### config.mk
export PLATFORM = sky130hd
export DESIGN_NAME = multicycle_sequencer_flat
export DESIGN_NICKNAME = d
export VERILOG_FILES = /design/src/rtl/riscv_ctrl_pkg.sv /design/src/rtl/multicycle_sequencer_if.sv /design/src/rtl/bus_wait_timer.sv /design/src/rtl/multicycle_sequencer.sv /design/src/flat_wrapper.sv
export SDC_FILE = /design/constraint.sdc
export NUM_CORES = 1
export LEC_CHECK = 0
export CAP_MARGIN = 30
export CORE_ASPECT_RATIO = 1.75
export CORE_MARGIN = 2
export CORE_UTILIZATION = 51
export DETAILED_ROUTE_END_ITERATION = 10
export PLACE_DENSITY = 0.87
export SYNTH_ARGS = -nofsm -noshare
export SYNTH_HDL_FRONTEND = slang
export SYNTH_SLANG_ARGS = --single-unit
### constraint.sdc
create_clock -name CLK -period 2.2 [get_ports CLK]
set_input_delay 0.33 -clock CLK [delete_from_list [all_inputs] [get_ports CLK]]
set_output_delay 0.33 -clock CLK [all_outputs]
set_load 0.02 [all_outputs]
### src/rtl/riscv_ctrl_pkg.sv
// Shared control constants for the multi-cycle RV32I-subset core.
package riscv_ctrl_pkg;

  localparam int unsigned OP_W    = 7;
  localparam int unsigned STATE_W = 3;
  localparam int unsigned CAUSE_W = 2;

  localparam logic [OP_W-1:0] OP_IMM    = 7'b0010011;
  localparam logic [OP_W-1:0] OP_LOAD   = 7'b0000011;
  localparam logic [OP_W-1:0] OP_JALR   = 7'b1100111;
  localparam logic [OP_W-1:0] OP_STORE  = 7'b0100011;
  localparam logic [OP_W-1:0] OP_REG    = 7'b0110011;
  localparam logic [OP_W-1:0] OP_LUI    = 7'b0110111;
  localparam logic [OP_W-1:0] OP_BRANCH = 7'b1100011;
  localparam logic [OP_W-1:0] OP_JAL    = 7'b1101111;

  typedef enum logic [STATE_W-1:0] {
    ST_FETCH  = 3'd0,
    ST_DECODE = 3'd1,
    ST_EXEC   = 3'd2,
    ST_MEM    = 3'd3,
    ST_WB     = 3'd4,
    ST_TRAP   = 3'd7
  } state_e;

  typedef enum logic [CAUSE_W-1:0] {
    CAUSE_NONE    = 2'b00,
    CAUSE_ILLEGAL = 2'b01,
    CAUSE_IMEM_TO = 2'b10,
    CAUSE_DMEM_TO = 2'b11
  } cause_e;

  // True for every opcode the core implements.
  function automatic logic is_legal_op(input logic [OP_W-1:0] op);
    logic legal;
    case (op)
      OP_IMM, OP_LOAD, OP_JALR, OP_STORE,
      OP_REG, OP_LUI, OP_BRANCH, OP_JAL: legal = 1'b1;
      default:                           legal = 1'b0;
    endcase
    return legal;
  endfunction

endpackage

### src/rtl/multicycle_sequencer_if.sv
// Instruction/data memory request-acknowledge handshake.
interface multicycle_sequencer_if;
  logic IMEM_REQ;
  logic IMEM_ACK;
  logic DMEM_REQ;
  logic DMEM_WE;
  logic DMEM_ACK;

  modport master (output IMEM_REQ, DMEM_REQ, DMEM_WE, input IMEM_ACK, DMEM_ACK);
  modport slave  (input IMEM_REQ, DMEM_REQ, DMEM_WE, output IMEM_ACK, DMEM_ACK);
endinterface

### src/rtl/bus_wait_timer.sv
// Counts wait cycles of a pending memory request; expired marks the last acceptable cycle.
module bus_wait_timer #(
  parameter int unsigned TIMEOUT = 255
) (
  input  logic clk,
  input  logic rst,
  input  logic clear,
  input  logic tick,
  output logic expired
);

  localparam int unsigned CW = (TIMEOUT > 1) ? $clog2(TIMEOUT) : 1;

  logic [CW-1:0] cnt_q;
  logic [CW-1:0] cnt_d;

  // Zero disables the timeout entirely.
  assign expired = (TIMEOUT != 0) && (cnt_q == CW'(TIMEOUT - 1));

  // Restart on state change, otherwise advance once per unacknowledged cycle.
  always_comb begin
    cnt_d = cnt_q;
    if (clear) begin
      cnt_d = '0;
    end else if (tick && !expired) begin
      cnt_d = cnt_q + CW'(1);
    end
  end

  // Counter register.
  always_ff @(posedge clk) begin
    if (rst) begin
      cnt_q <= '0;
    end else begin
      cnt_q <= cnt_d;
    end
  end

endmodule

### src/rtl/multicycle_sequencer.sv
// FETCH/DECODE/EXEC/MEM/WB control sequencer with trap handling and retire counter.
module multicycle_sequencer
  import riscv_ctrl_pkg::*;
#(
  parameter int unsigned TIMEOUT = 255,
  parameter int unsigned CNT_W   = 32
) (
  input  logic                     CLK,
  input  logic                     RST,
  input  logic [OP_W-1:0]          OP_CODE,
  multicycle_sequencer_if.master   bus,
  output logic                     IR_WE,
  output logic                     RF_WE,
  output logic                     PC_WE,
  output logic                     TRAP,
  output logic [CAUSE_W-1:0]       TRAP_CAUSE,
  output logic [CNT_W-1:0]         INSTRET,
  output logic [STATE_W-1:0]       STATE
);

  state_e             state_q, state_d;
  cause_e             cause_q, cause_d;
  logic [CNT_W-1:0]   instret_q, instret_d;
  logic               tmr_clear, tmr_tick, tmr_expired;
  logic               is_store;

  assign is_store = (OP_CODE == OP_STORE);

  // One timer serves both FETCH and MEM waits; any state change restarts it.
  assign tmr_clear = (state_d != state_q);
  assign tmr_tick  = ((state_q == ST_FETCH) && !bus.IMEM_ACK) ||
                     ((state_q == ST_MEM)   && !bus.DMEM_ACK);

  bus_wait_timer #(.TIMEOUT(TIMEOUT)) u_timer (
    .clk     (CLK),
    .rst     (RST),
    .clear   (tmr_clear),
    .tick    (tmr_tick),
    .expired (tmr_expired)
  );

  // State, trap cause and retire counter registers; reset overrides everything.
  always_ff @(posedge CLK) begin
    if (RST) begin
      state_q   <= ST_FETCH;
      cause_q   <= CAUSE_NONE;
      instret_q <= '0;
    end else begin
      state_q   <= state_d;
      cause_q   <= cause_d;
      instret_q <= instret_d;
    end
  end

  // Next-state and trap cause; an ack in the expiry cycle beats the timeout.
  always_comb begin
    state_d = state_q;
    cause_d = cause_q;
    case (state_q)
      ST_FETCH: begin
        if (bus.IMEM_ACK) begin
          state_d = ST_DECODE;
        end else if (tmr_expired) begin
          state_d = ST_TRAP;
          cause_d = CAUSE_IMEM_TO;
        end
      end
      ST_DECODE: begin
        if (is_legal_op(OP_CODE)) begin
          state_d = ST_EXEC;
        end else begin
          state_d = ST_TRAP;
          cause_d = CAUSE_ILLEGAL;
        end
      end
      ST_EXEC: begin
        state_d = ((OP_CODE == OP_LOAD) || is_store) ? ST_MEM : ST_WB;
      end
      ST_MEM: begin
        if (bus.DMEM_ACK) begin
          state_d = is_store ? ST_FETCH : ST_WB;
        end else if (tmr_expired) begin
          state_d = ST_TRAP;
          cause_d = CAUSE_DMEM_TO;
        end
      end
      ST_WB:   state_d = ST_FETCH;
      ST_TRAP: state_d = ST_TRAP;
      default: state_d = ST_FETCH;
    endcase
  end

  // Strobes: requests are Moore, IR/PC commits also qualify on the ack and never fire under reset.
  always_comb begin
    bus.IMEM_REQ = (state_q == ST_FETCH);
    bus.DMEM_REQ = (state_q == ST_MEM);
    bus.DMEM_WE  = (state_q == ST_MEM) && is_store;
    RF_WE        = (state_q == ST_WB) && (OP_CODE != OP_BRANCH);
    TRAP         = (state_q == ST_TRAP);
    IR_WE        = !RST && (state_q == ST_FETCH) && bus.IMEM_ACK;
    PC_WE        = !RST && ((state_q == ST_WB) ||
                            ((state_q == ST_MEM) && is_store && bus.DMEM_ACK));
    instret_d    = PC_WE ? (instret_q + CNT_W'(1)) : instret_q;
  end

  assign STATE      = state_q;
  assign TRAP_CAUSE = cause_q;
  assign INSTRET    = instret_q;

endmodule

### src/flat_wrapper.sv
// flat-port wrapper written by rule: the top's interface ports become plain ports
module multicycle_sequencer_flat import riscv_ctrl_pkg::*;
#(
  parameter int unsigned TIMEOUT = 255,
  parameter int unsigned CNT_W   = 32
)
  (CLK, RST, OP_CODE, IR_WE, RF_WE, PC_WE, TRAP, TRAP_CAUSE, INSTRET, STATE, bus_IMEM_REQ, bus_DMEM_REQ, bus_DMEM_WE, bus_IMEM_ACK, bus_DMEM_ACK);
  multicycle_sequencer_if bus_i ();
  input  logic CLK;
  input  logic RST;
  input  logic [OP_W-1:0] OP_CODE;
  output logic IR_WE;
  output logic RF_WE;
  output logic PC_WE;
  output logic TRAP;
  output logic [CAUSE_W-1:0] TRAP_CAUSE;
  output logic [CNT_W-1:0] INSTRET;
  output logic [STATE_W-1:0] STATE;
  output wire logic [$bits(bus_i.IMEM_REQ)-1:0] bus_IMEM_REQ;
  output wire logic [$bits(bus_i.DMEM_REQ)-1:0] bus_DMEM_REQ;
  output wire logic [$bits(bus_i.DMEM_WE)-1:0] bus_DMEM_WE;
  input wire logic [$bits(bus_i.IMEM_ACK)-1:0] bus_IMEM_ACK;
  input wire logic [$bits(bus_i.DMEM_ACK)-1:0] bus_DMEM_ACK;
  assign bus_IMEM_REQ = bus_i.IMEM_REQ;
  assign bus_DMEM_REQ = bus_i.DMEM_REQ;
  assign bus_DMEM_WE = bus_i.DMEM_WE;
  assign bus_i.IMEM_ACK = bus_IMEM_ACK;
  assign bus_i.DMEM_ACK = bus_DMEM_ACK;
  multicycle_sequencer #(.TIMEOUT(TIMEOUT), .CNT_W(CNT_W)) u_core (.CLK(CLK), .RST(RST), .OP_CODE(OP_CODE), .bus(bus_i), .IR_WE(IR_WE), .RF_WE(RF_WE), .PC_WE(PC_WE), .TRAP(TRAP), .TRAP_CAUSE(TRAP_CAUSE), .INSTRET(INSTRET), .STATE(STATE));
endmodule
==> flow_metrics.env <==
export IMPL_run_status="finished, final reports clean"
export IMPL_grt_max_degree=21
export IMPL_worstMarginPinSlew_ns=0.366
export IMPL_post_synth_main_area_contributors="sky130_fd_sc_hd__dfxtp_1, sky130_fd_sc_hd__a21oi_1, sky130_fd_sc_hd__nor2_1"
export IMPL_postSynth_asyncResetShare_pct=0
export IMPL_cp_max_fo=6
export IMPL_rd_place_congestion=0.908
export IMPL_nFillCells=381
export IMPL_post_dp_cell_area_sq_um=3390
export IMPL_clk_transition_reported_paths_ns=0.09
export IMPL_worstPathArrival_ns=2.31
export IMPL_max_freq_mhz=473
export IMPL_maxcap_violations=0
export IMPL_power_leakage_uw=0.00127
export IMPL_slew_violations=0
export IMPL_min_period_ns=2.12
export IMPL_cp_cell_sequence="nand4_2, or4_4, a2111oi_4, and4_1, mux2_1"
export IMPL_antenna_left=0
export IMPL_clk_insertion_delay_late_ns=0.30
export IMPL_post_route_cells_drive_above_1_share_pct=18.4
export IMPL_cts_buffers_inserted=5
export IMPL_total_length_of_routed_wires_um=7170
export IMPL_route_layer_met1_wl_um=2680
export IMPL_drc_errors=0
export IMPL_chipHeight_um=97.7
export IMPL_crit_path_top_delay_cell="sky130_fd_sc_hd__or4_4"
export IMPL_number_of_global_route_vias_before_repair=2585
export IMPL_avgSynthCellArea_sq_um=8.41
export IMPL_fp_dieW_um=57.5
export IMPL_postSynthRegisterBits=45
export IMPL_worst_setup_path_start_kind="register"
export IMPL_syn_area_sq_um=2560
export IMPL_worst_path_max_stage_delay_ns=0.58
export IMPL_vias_per_cell=6.04
export IMPL_dr_wl_met2_um=4010
export IMPL_route_top_layer_used="met4"
export IMPL_boundaryPins=55
export IMPL_ctsRootBufferMaster="sky130_fd_sc_hd__clkbuf_8"
export IMPL_cts_tree="done"
export IMPL_worstSetupPathType="register to register"
export IMPL_hold_class="register to register"
export IMPL_yosys_cell_types_count=52
export IMPL_final_net_count=406
export IMPL_multi_input_area_sq_um=1540
export IMPL_worstReg2RegStart="u_core.INSTRET[4]$_SDFFE_PP0P_"
export IMPL_diodes=0
export IMPL_layout_area_overhead_vs_synth_pct=36.5
export IMPL_synth_net_count=318
export IMPL_wl_met3_um=285
export IMPL_post_route_clock_period_utilization_pct=96.2
export IMPL_drt_pass1_iter_count=4
export IMPL_layout_cell_area_excl_fill_sq_um=3490
export IMPL_required_arrival_time_at_the_worst_endpoint_ns=2.40
export IMPL_clock_skew_ns=0.00999
export IMPL_regArea_sq_um=907
export IMPL_cp_end_kind="register"
export IMPL_critPathLaunch="u_core.INSTRET[4]$_SDFFE_PP0P_"
export IMPL_avgRoutedWirePerCell_um=16.1
export IMPL_min_from="u_core.INSTRET[31]$_SDFFE_PP0P_"
export IMPL_cellPowerDensity_nw_per_um2=631
export IMPL_synthesis_instances=304
export IMPL_yosysTopAreaCell="sky130_fd_sc_hd__dfxtp_1"
export IMPL_row_count=34
export IMPL_h_tree_depth=2
export IMPL_grt_setup_unrepaired="true"
export IMPL_hpwlAfterDp_um=5480
export IMPL_grt_pass1_wl_um=11700
export IMPL_drt_initial_violations=107
export IMPL_synth_edff_count=0
export IMPL_hold_violations=0
export IMPL_via_count=2692
export IMPL_synth_sequential_area_ratio_pct=35.2
export IMPL_placedCellCount=439
export IMPL_floorplan_initialDensity_pct=52.3
export IMPL_grt_overflow_total=0
export IMPL_vdd_drop_max_v=0.000634
export IMPL_clock_sink_count=45
export IMPL_yosys_most_used_dff="sky130_fd_sc_hd__dfxtp_1"
export IMPL_yosys_area_top_type_share_pct=35.2
export IMPL_layout_cells_most_common="sky130_fd_sc_hd__clkdlybuf4s50_1"
export IMPL_grt_antenna_before_repair=0
export IMPL_die_area_sq_um=5620
export IMPL_setup_viol_count_final=0
export IMPL_buffer_ports_inserted=54
export IMPL_grt_total_usage_pct=25.7
export IMPL_number_of_warnings_reported_in_the_yosys_synthesis_log=0
export IMPL_floorplan_core_area_sq_um=4890
export IMPL_clk_path_buf_depth=2
export IMPL_relSlewSlack_pct=75.6
export IMPL_layout_cells_most_common_list="sky130_fd_sc_hd__clkdlybuf4s50_1, sky130_fd_sc_hd__buf_4, sky130_fd_sc_hd__dfxtp_1"
export IMPL_instances_no_fill=446
==> through the flow <==
| stage | setup slack [ns] | hold slack, ns | setup TNS (ns) | utilization [%] | power (uW) |
|---|---|---|---|---|---|
| floorplan | 0.0183 | 0.467 | 0 | - | 1370 |
| global placement | -0.256 | 0.467 | -2.04 | 69.3 | 1670 |
| CTS | 0.0197 | 0.496 | 0 | 71.0 | 2200 |
| finish | 0.0847 | 0.500 | 0 | 71.3 | 2200 |
| global route | 0.000793 | 0.525 | 0 | 71.3 | 2300 |
| detailed placement | -0.316 | 0.485 | -3.80 | 69.3 | 1690 |
==> registers in the layout (all words and copies together) (netlist names) <==
name                  flops
u_core.TRAP_CAUSE         2
u_core.INSTRET           32
u_core.u_timer.cnt_q      8
u_core.STATE              3
==> what timing repair did <==
item	CTS	global route
hold buffers	0	0
endpoints found under the setup margin	4	13
gates resized for setup	6	10
setup buffers	0	0
hold endpoints to repair	0	0
pin swaps	0	4
==> worst max-delay path, delay by kind of cell, from the launching register on <==
family,cells,cell delay (ns)
AO/OA/AOI/OAI,1,0.33
flip-flops,1,0.39
multiplexers,1,0.31
AND/OR/NAND/NOR,3,0.99
==> final timing paths <==
path,end,slack (ns),cells past startpoint
max,u_core.INSTRET[29]$_SDFFE_PP0P_,0.08,5
min reg2reg,u_core.INSTRET[31]$_SDFFE_PP0P_,0.50,2
min,u_core.INSTRET[31]$_SDFFE_PP0P_,0.50,2
max reg2reg,u_core.INSTRET[29]$_SDFFE_PP0P_,0.08,5
==> synth_stat cells (4+ instances only) <==
cell type and instances:
sky130_fd_sc_hd__and3_1 9, sky130_fd_sc_hd__a21oi_1 26, sky130_fd_sc_hd__o31ai_1 10, sky130_fd_sc_hd__or3_1 6
sky130_fd_sc_hd__nand4_1 7, sky130_fd_sc_hd__xor2_1 7, sky130_fd_sc_hd__dfxtp_1 45, sky130_fd_sc_hd__nand2_1 23
sky130_fd_sc_hd__a31oi_1 4, sky130_fd_sc_hd__o21ai_0 8, sky130_fd_sc_hd__buf_4 4, sky130_fd_sc_hd__inv_1 10
sky130_fd_sc_hd__nor2_1 34, sky130_fd_sc_hd__xnor2_1 11, sky130_fd_sc_hd__and4_1 5, sky130_fd_sc_hd__a211oi_1 8
sky130_fd_sc_hd__clkbuf_1 7, sky130_fd_sc_hd__nand3_1 17, sky130_fd_sc_hd__or4_1 11
==> cell type report <==
| cell class | count | area share, % |
|---|---|---|
| multi-input combinational | 234 | 44.1 |
| clock buffer | 7 | 2.47 |
| sequential | 45 | 26.0 |
| timing repair buffer | 96 | 24.4 |
| tap | 54 | 1.94 |
| inverter | 10 | 1.08 |
==> where the power goes <==
| group | switching (uW) | total [uW] | internal [uW] |
|---|---|---|---|
| combinational | 459 | 783 | 323 |
| sequential | 37.9 | 897 | 859 |
| clock | 273 | 523 | 250 |
==> cells by family after synthesis <==
logic type | count (synthesis) | share of synthesized area, %
buf+inv | 25 | 5.09
compound gates | 72 | 20.1
xor+xnor | 18 | 6.17
simple gates | 139 | 31.1
mux | 2 | 0.832
flops | 45 | 35.2
fa+ha+maj | 3 | 1.47
==> layer usage <==
| metal | GRT usage [%] | up-vias |
|---|---|---|
| met2 | 48.3 | 88 |
| met1 | 26.6 | 1273 |
| li1 | - | 1314 |
| met5 | 0 | - |
| met3 | 3.33 | 17 |
| met4 | 11.8 | 0 |
Note: power is estimated with default switching activity, not from simulation.
